==> src/rtl/half_bus_master_pkg.sv <==
// Shared encodings for the half-word bus master: half-mask values, FSM states
// and the helper that picks the first phase of an access from its mask.
package half_bus_master_pkg;

  localparam logic [1:0] MASK_NONE = 2'b00;
  localparam logic [1:0] MASK_LO   = 2'b01;
  localparam logic [1:0] MASK_HI   = 2'b10;
  localparam logic [1:0] MASK_BOTH = 2'b11;

  typedef enum logic [1:0] {
    ST_IDLE = 2'd0,
    ST_LO   = 2'd1,
    ST_HI   = 2'd2,
    ST_RESP = 2'd3
  } state_t;

  // Low half always goes first; an empty mask skips the bus entirely.
  function automatic state_t first_state(input logic [1:0] mask);
    if ((mask & MASK_LO) != MASK_NONE) return ST_LO;
    if ((mask & MASK_HI) != MASK_NONE) return ST_HI;
    return ST_RESP;
  endfunction

endpackage

==> src/rtl/half_bus_master_if.sv <==
// CPU request/response and narrow-bus signals of the half-word bus master.
// master = the converter's view, slave = the CPU + narrow bus side.
interface half_bus_master_if #(
  parameter int N  = 16,
  parameter int AW = 15
);
  logic          req_valid;
  logic          req_ready;
  logic          req_we;
  logic [AW-1:0] req_addr;
  logic [1:0]    req_mask;
  logic [N-1:0]  req_wdata;
  logic          rsp_valid;
  logic [N-1:0]  rsp_rdata;
  logic          bus_valid;
  logic          bus_ready;
  logic          bus_we;
  logic [AW:0]   bus_addr;
  logic [N/2-1:0] bus_wdata;
  logic [N/2-1:0] bus_rdata;

  modport master (
    input  req_valid, req_we, req_addr, req_mask, req_wdata, bus_ready, bus_rdata,
    output req_ready, rsp_valid, rsp_rdata, bus_valid, bus_we, bus_addr, bus_wdata
  );

  modport slave (
    output req_valid, req_we, req_addr, req_mask, req_wdata, bus_ready, bus_rdata,
    input  req_ready, rsp_valid, rsp_rdata, bus_valid, bus_we, bus_addr, bus_wdata
  );
endinterface

==> src/rtl/half_bus_master.sv <==
// Splits N-bit CPU accesses into low-then-high N/2-bit bus transfers; 3 cycles
// accept-to-rsp with both halves, bus_ready stalls in place, rsp has no backpressure.
module half_bus_master
  import half_bus_master_pkg::*;
#(
  parameter int N  = 16,
  parameter int AW = 15
) (
  input  logic                clk,
  input  logic                rst,
  half_bus_master_if.master   hb
);

  state_t         state, state_nxt;
  logic           lat_we;
  logic [AW-1:0]  lat_addr;
  logic [1:0]     lat_mask;
  logic [N-1:0]   lat_wdata;
  logic           accept;
  logic           xfer;
  logic           src_we;
  logic [AW-1:0]  src_addr;
  logic [N-1:0]   src_wdata;

  assign accept = (state == ST_IDLE) && hb.req_valid;
  // bus_valid is high exactly in LO/HI, so bus_ready outside them is ignored.
  assign xfer   = hb.bus_valid && hb.bus_ready;

  // On the accept edge the latches are not loaded yet, so take the request directly.
  assign src_we    = accept ? hb.req_we    : lat_we;
  assign src_addr  = accept ? hb.req_addr  : lat_addr;
  assign src_wdata = accept ? hb.req_wdata : lat_wdata;

  always_ff @(posedge clk) begin
    if (rst) state <= ST_IDLE;
    else     state <= state_nxt;
  end

  always_comb begin
    state_nxt = state;
    case (state)
      ST_IDLE: if (hb.req_valid) state_nxt = first_state(hb.req_mask);
      ST_LO:   if (xfer) state_nxt = lat_mask[1] ? ST_HI : ST_RESP;
      ST_HI:   if (xfer) state_nxt = ST_RESP;
      ST_RESP: state_nxt = ST_IDLE;
      default: state_nxt = ST_IDLE;
    endcase
  end

  always_ff @(posedge clk) begin
    if (rst) begin
      lat_we    <= 1'b0;
      lat_addr  <= '0;
      lat_mask  <= MASK_NONE;
      lat_wdata <= '0;
    end else if (accept) begin
      lat_we    <= hb.req_we;
      lat_addr  <= hb.req_addr;
      lat_mask  <= hb.req_mask;
      lat_wdata <= hb.req_wdata;
    end
  end

  // Outputs come straight from flops, loaded from the next state.
  always_ff @(posedge clk) begin
    if (rst) begin
      hb.req_ready <= 1'b1;
      hb.rsp_valid <= 1'b0;
      hb.rsp_rdata <= '0;
      hb.bus_valid <= 1'b0;
      hb.bus_we    <= 1'b0;
      hb.bus_addr  <= '0;
      hb.bus_wdata <= '0;
    end else begin
      hb.req_ready <= (state_nxt == ST_IDLE);
      hb.rsp_valid <= (state_nxt == ST_RESP);
      hb.bus_valid <= (state_nxt == ST_LO) || (state_nxt == ST_HI);

      if (state_nxt != state) begin
        if (state_nxt == ST_LO) begin
          hb.bus_we    <= src_we;
          hb.bus_addr  <= {src_addr, 1'b0};
          hb.bus_wdata <= src_wdata[N/2-1:0];
        end else if (state_nxt == ST_HI) begin
          hb.bus_we    <= src_we;
          hb.bus_addr  <= {src_addr, 1'b1};
          hb.bus_wdata <= src_wdata[N-1:N/2];
        end else begin
          hb.bus_we    <= 1'b0;
        end
      end

      if (accept) begin
        hb.rsp_rdata <= '0;
      end else if (xfer && !lat_we) begin
        if (state == ST_LO) hb.rsp_rdata[N/2-1:0] <= hb.bus_rdata;
        else                hb.rsp_rdata[N-1:N/2] <= hb.bus_rdata;
      end
    end
  end

endmodule

==> src/flat_wrapper.sv <==
// flat-port wrapper written by rule: the top's interface ports become plain ports
module half_bus_master_flat import half_bus_master_pkg::*;
#(
  parameter int N  = 16,
  parameter int AW = 15
)
  (clk, rst, hb_req_valid, hb_req_we, hb_req_addr, hb_req_mask, hb_req_wdata, hb_bus_ready, hb_bus_rdata, hb_req_ready, hb_rsp_valid, hb_rsp_rdata, hb_bus_valid, hb_bus_we, hb_bus_addr, hb_bus_wdata);
  half_bus_master_if #(.N(N), .AW(AW)) hb_i ();
  input  logic clk;
  input  logic rst;
  input wire logic [$bits(hb_i.req_valid)-1:0] hb_req_valid;
  input wire logic [$bits(hb_i.req_we)-1:0] hb_req_we;
  input wire logic [$bits(hb_i.req_addr)-1:0] hb_req_addr;
  input wire logic [$bits(hb_i.req_mask)-1:0] hb_req_mask;
  input wire logic [$bits(hb_i.req_wdata)-1:0] hb_req_wdata;
  input wire logic [$bits(hb_i.bus_ready)-1:0] hb_bus_ready;
  input wire logic [$bits(hb_i.bus_rdata)-1:0] hb_bus_rdata;
  output wire logic [$bits(hb_i.req_ready)-1:0] hb_req_ready;
  output wire logic [$bits(hb_i.rsp_valid)-1:0] hb_rsp_valid;
  output wire logic [$bits(hb_i.rsp_rdata)-1:0] hb_rsp_rdata;
  output wire logic [$bits(hb_i.bus_valid)-1:0] hb_bus_valid;
  output wire logic [$bits(hb_i.bus_we)-1:0] hb_bus_we;
  output wire logic [$bits(hb_i.bus_addr)-1:0] hb_bus_addr;
  output wire logic [$bits(hb_i.bus_wdata)-1:0] hb_bus_wdata;
  assign hb_i.req_valid = hb_req_valid;
  assign hb_i.req_we = hb_req_we;
  assign hb_i.req_addr = hb_req_addr;
  assign hb_i.req_mask = hb_req_mask;
  assign hb_i.req_wdata = hb_req_wdata;
  assign hb_i.bus_ready = hb_bus_ready;
  assign hb_i.bus_rdata = hb_bus_rdata;
  assign hb_req_ready = hb_i.req_ready;
  assign hb_rsp_valid = hb_i.rsp_valid;
  assign hb_rsp_rdata = hb_i.rsp_rdata;
  assign hb_bus_valid = hb_i.bus_valid;
  assign hb_bus_we = hb_i.bus_we;
  assign hb_bus_addr = hb_i.bus_addr;
  assign hb_bus_wdata = hb_i.bus_wdata;
  half_bus_master #(.N(N), .AW(AW)) u_core (.clk(clk), .rst(rst), .hb(hb_i));
endmodule
==> config.mk <==
export PLATFORM = sky130hd
export DESIGN_NAME = half_bus_master_flat
export DESIGN_NICKNAME = d
export VERILOG_FILES = /design/src/rtl/half_bus_master_pkg.sv /design/src/rtl/half_bus_master_if.sv /design/src/rtl/half_bus_master.sv /design/src/flat_wrapper.sv
export SDC_FILE = /design/constraint.sdc
export NUM_CORES = 1
export LEC_CHECK = 0
export BUFFER_PORTS_ARGS = -buffer_cell sky130_fd_sc_hd__buf_2
export CORE_MARGIN = 5
export CORE_UTILIZATION = 56
export DETAILED_ROUTE_END_ITERATION = 10
export PLACE_DENSITY = 0.85
export SYNTH_ARGS = -nofsm -noshare
export SYNTH_HDL_FRONTEND = slang
export SYNTH_SLANG_ARGS = --single-unit
==> constraint.sdc <==
create_clock -name clk -period 3.61 [get_ports clk]
set_input_delay 0.361 -clock clk [delete_from_list [all_inputs] [get_ports clk]]
set_output_delay 0.361 -clock clk [all_outputs]
set_load 0.05 [all_outputs]
==> results by group <==
Setup path
  • Crit Path Class: reg -> reg
  • WP buf/inv: 4
  • CP max FO: 25
  • Cell occurring most often along the worst timing path: inv_1
  • Critical path's slowest cell: nor2_2
  • Worst path arrival time: 3060 ps
  • Crit path required time: 3800 ps
  • Critical path's top delay family: buffers and inverters
  • Nature of the critical path endpoint: flip-flop
  • Largest stage delay on the critical path: 600 ps
  • Startpoint Class: flip-flop
  • Cell Chain, Critical Path: inv_1, a21oi_1, inv_1, ha_1, buf_4, inv_1, nor2_2, a211oi_1

Drt
  • DRT Pass-1 Iters: 4
  • Wirelength per Cell: 15.6 µm
  • Vias per cell: 5.48
  • Metal-1 WL: 3.18 mm
  • Highest Signal Layer: met4
  • Routed wire length: 7.45 mm
  • Met3 routed WL: 384 µm
  • Routed Antenna Nets: 0
  • Metal2 WL: 3.80 mm
  • Vias post-DR: 2621
  • # DRC: 0
  • Initial DRC Count: 143

Layout
  • Nets: 451
  • Share of cells above drive strength 1: 30.5%
  • Filler Cell Count: 445
  • Area delta synth->final: 18.8%
  • Design area: 0.00388 mm²
  • Finished Layout Cells: 478
  • Final core occ: 69.6%
  • # diodes: 0

Power
  • Maximum VDD drop: 0.000355 V
  • Psw: 0.815 mW
  • Comb pwr share: 27.2%
  • PwrDens: 613 mW/mm²
  • Power Internal: 1.56 mW
  • Switching share of power: 34.3%
  • Leak: 1.71 nW
  • Share of power burned in registers: 42.2%
  • Clock share of power: 30.5%

Clocking
  • Clk Latency, worst-skew pair: 340 ps
  • Clock root cell: clkbuf_8
  • Setup Buffers After CTS: 0
  • CTS Buffer Depth: 2
  • CTS Sinks: 79
  • CTS clk-pin slew, worst paths: 90 ps
  • Max H-tree Level: 3
  • Post-CTS Hold Buffers: 0
  • Resize count post-CTS: 0
  • TritonCTS clock tree: built
  • Cts bufs inserted: 9

Timing
  • RSZ-0062 raised after global routing: no
  • Fin. max-slew vios: 0
  • Clock Skew: 11.6 ps
  • Actual slew at the worst max-slew pin: 1060 ps
  • Setup_tns: 0 ps
  • Hold Vio Cnt, Final: 0
  • Minimum clock period: 2870 ps
  • Fmax: 349 MHz
  • Worst slew margin: 29.6%
  • Final setup fails: 0
  • Period utilization: 79.4%

Yosys
  • Register bit total from synthesis: 79
  • Most used DFF post-synth: dfxtp_1
  • Fraction of registers with async set/reset: 0%
  • Synth top area cells: dfxtp_1, mux2i_1, a21oi_1
  • Synth Cell Area: 0.00327 mm²
  • Synthesized instance count: 323
  • Sequential area share after synthesis: 48.4%
  • Post-synth top cells: dfxtp_1, a21oi_1, nand2_1
  • Yosys cell types: 39
  • EDFF count, synth: 0
  • Area share of the largest cell type after synthesis: 48.4%
  • Top-count cell post-synth: dfxtp_1
  • Area leader, netlist: dfxtp_1
  • Avg Cell Area, Syn: 10.1 µm²
  • YS warnings: 0
  • Mapped Nets: 373

Global route
  • Largest net degree at the start of global routing: 36
  • GRT overflow: 0
  • Vias in the first global route: 2532
  • Initial antenna violation count: 0
  • All-Layer GR Usage: 20.0%
  • First-pass GRT wire length: 11.9 mm

Die
  • Core area: 0.00557 mm²
  • Die W: 86.4 µm
  • Die Area: 0.00746 mm²
  • Initial Utilization: 58.6%
  • Site row count: 27
  • I/O pin total: 90
  • DIE HEIGHT: 86.4 µm

Placed design
  • Dpl cells: 462
  • Port Buf Inserts: 89
  • Placement Cell Area: 0.00366 mm²
  • HPWL Detailed: 5.29 mm
  • Placer Congestion: 0.783

Run
  • Max_cap viols: 0

Worst hold path
  • Hold Crit Class: in -> reg

Run status
  • Status: complete, no violations
routing by layer:
layer	GRT usage, %	up-vias
li1	-	1284
met1	24.3	1255
met2	35.1	70
met3	4.09	12
met4	6.37	0
met5	0	-
logic make-up after synthesis:
logic type,share of synthesized area (%)
flip-flops,48.4
AND/OR/NAND/NOR,12.7
multiplexers,16.3
adder cells (fa/ha/maj),1.53
AO/OA/AOI/OAI,14.6
buffers and inverters,6.47
power groups by stage:
stage	clock network [mW]	logic, mW	registers (mW)
after floorplan	0	0.339	1.20
after global placement	0	0.629	1.02
after detailed placement	0	0.644	1.02
after CTS	0.729	0.649	1.00
after global routing	0.773	0.690	1.01
final	0.726	0.648	1.00
cell type report:
cell class	count	area, µm²	area share [%]
repair buffers	94	483	12.4
multi-input cells	212	1490	38.3
clock buffers	11	141	3.64
clock inverters	5	81.3	2.10
inverters	5	18.8	0.484
well taps	72	90.1	2.32
flip-flops and latches	79	1580	40.7
through the flow:
stage               setup slack [ps]  power (mW)  hold WS, ps
floorplan                       1100        1.54          432
global placement                 914        1.65          437
finish                           744        2.38          260
detailed placement               785        1.67          442
CTS                              776        2.38          256
global route                     486        2.48          251
state kept, by name, indices dropped and copies added, names as in the netlist:
register	flops
u_core.lat_we	1
u_core.hb.bus_addr	16
u_core.lat_addr	15
u_core.lat_mask	1
u_core.lat_wdata	16
u_core.hb.req_ready	1
u_core.state	2
u_core.hb.bus_wdata	8
u_core.hb.bus_valid	1
u_core.hb.bus_we	1
u_core.hb.rsp_valid	1
u_core.hb.rsp_rdata	16
worst reg2reg max path, stage by stage, from the launching register on:
cell	delay, ps
dfxtp_1	550
inv_1	160
a21oi_1	330
inv_1	120
ha_1	290
buf_4	270
inv_1	230
nor2_2	600
a211oi_1	190
placed cells by master (no fill, tap or decap), types with 2 or more instances in the layout:
cell | netlist | final
nand3_1 | 7 | 7
a211oi_1 | 15 | 15
nor2b_1 | 2 | 2
a21oi_1 | 43 | 43
inv_1 | 5 | 5
bufinv_16 | 0 | 2
buf_4 | 2 | 5
o21ai_0 | 8 | 8
nor2_1 | 36 | 36
mux4_1 | 7 | 7
nand2_1 | 37 | 37
ha_1 | 4 | 4
nand2b_1 | 4 | 4
dfxtp_1 | 79 | 79
buf_2 | 5 | 89
clkbuf_8 | 0 | 10
mux2i_1 | 29 | 29
a211oi_2 | 2 | 2
worst paths after layout:
path,cells past startpoint,to,slack [ps],from
min,3,u_core.lat_wdata[8]$_SDFF_PP0_,260,hb_req_wdata[8]
min reg2reg,2,u_core.lat_wdata[13]$_SDFF_PP0_,450,u_core.lat_wdata[13]$_SDFF_PP0_
max reg2reg,8,u_core.hb.bus_addr[5]$_SDFFE_PP0P_,740,u_core.state[1]$_SDFF_PP0_
max,8,u_core.hb.bus_addr[5]$_SDFFE_PP0P_,740,u_core.state[1]$_SDFF_PP0_
No activity file was read; power rests on OpenSTA's default activity.
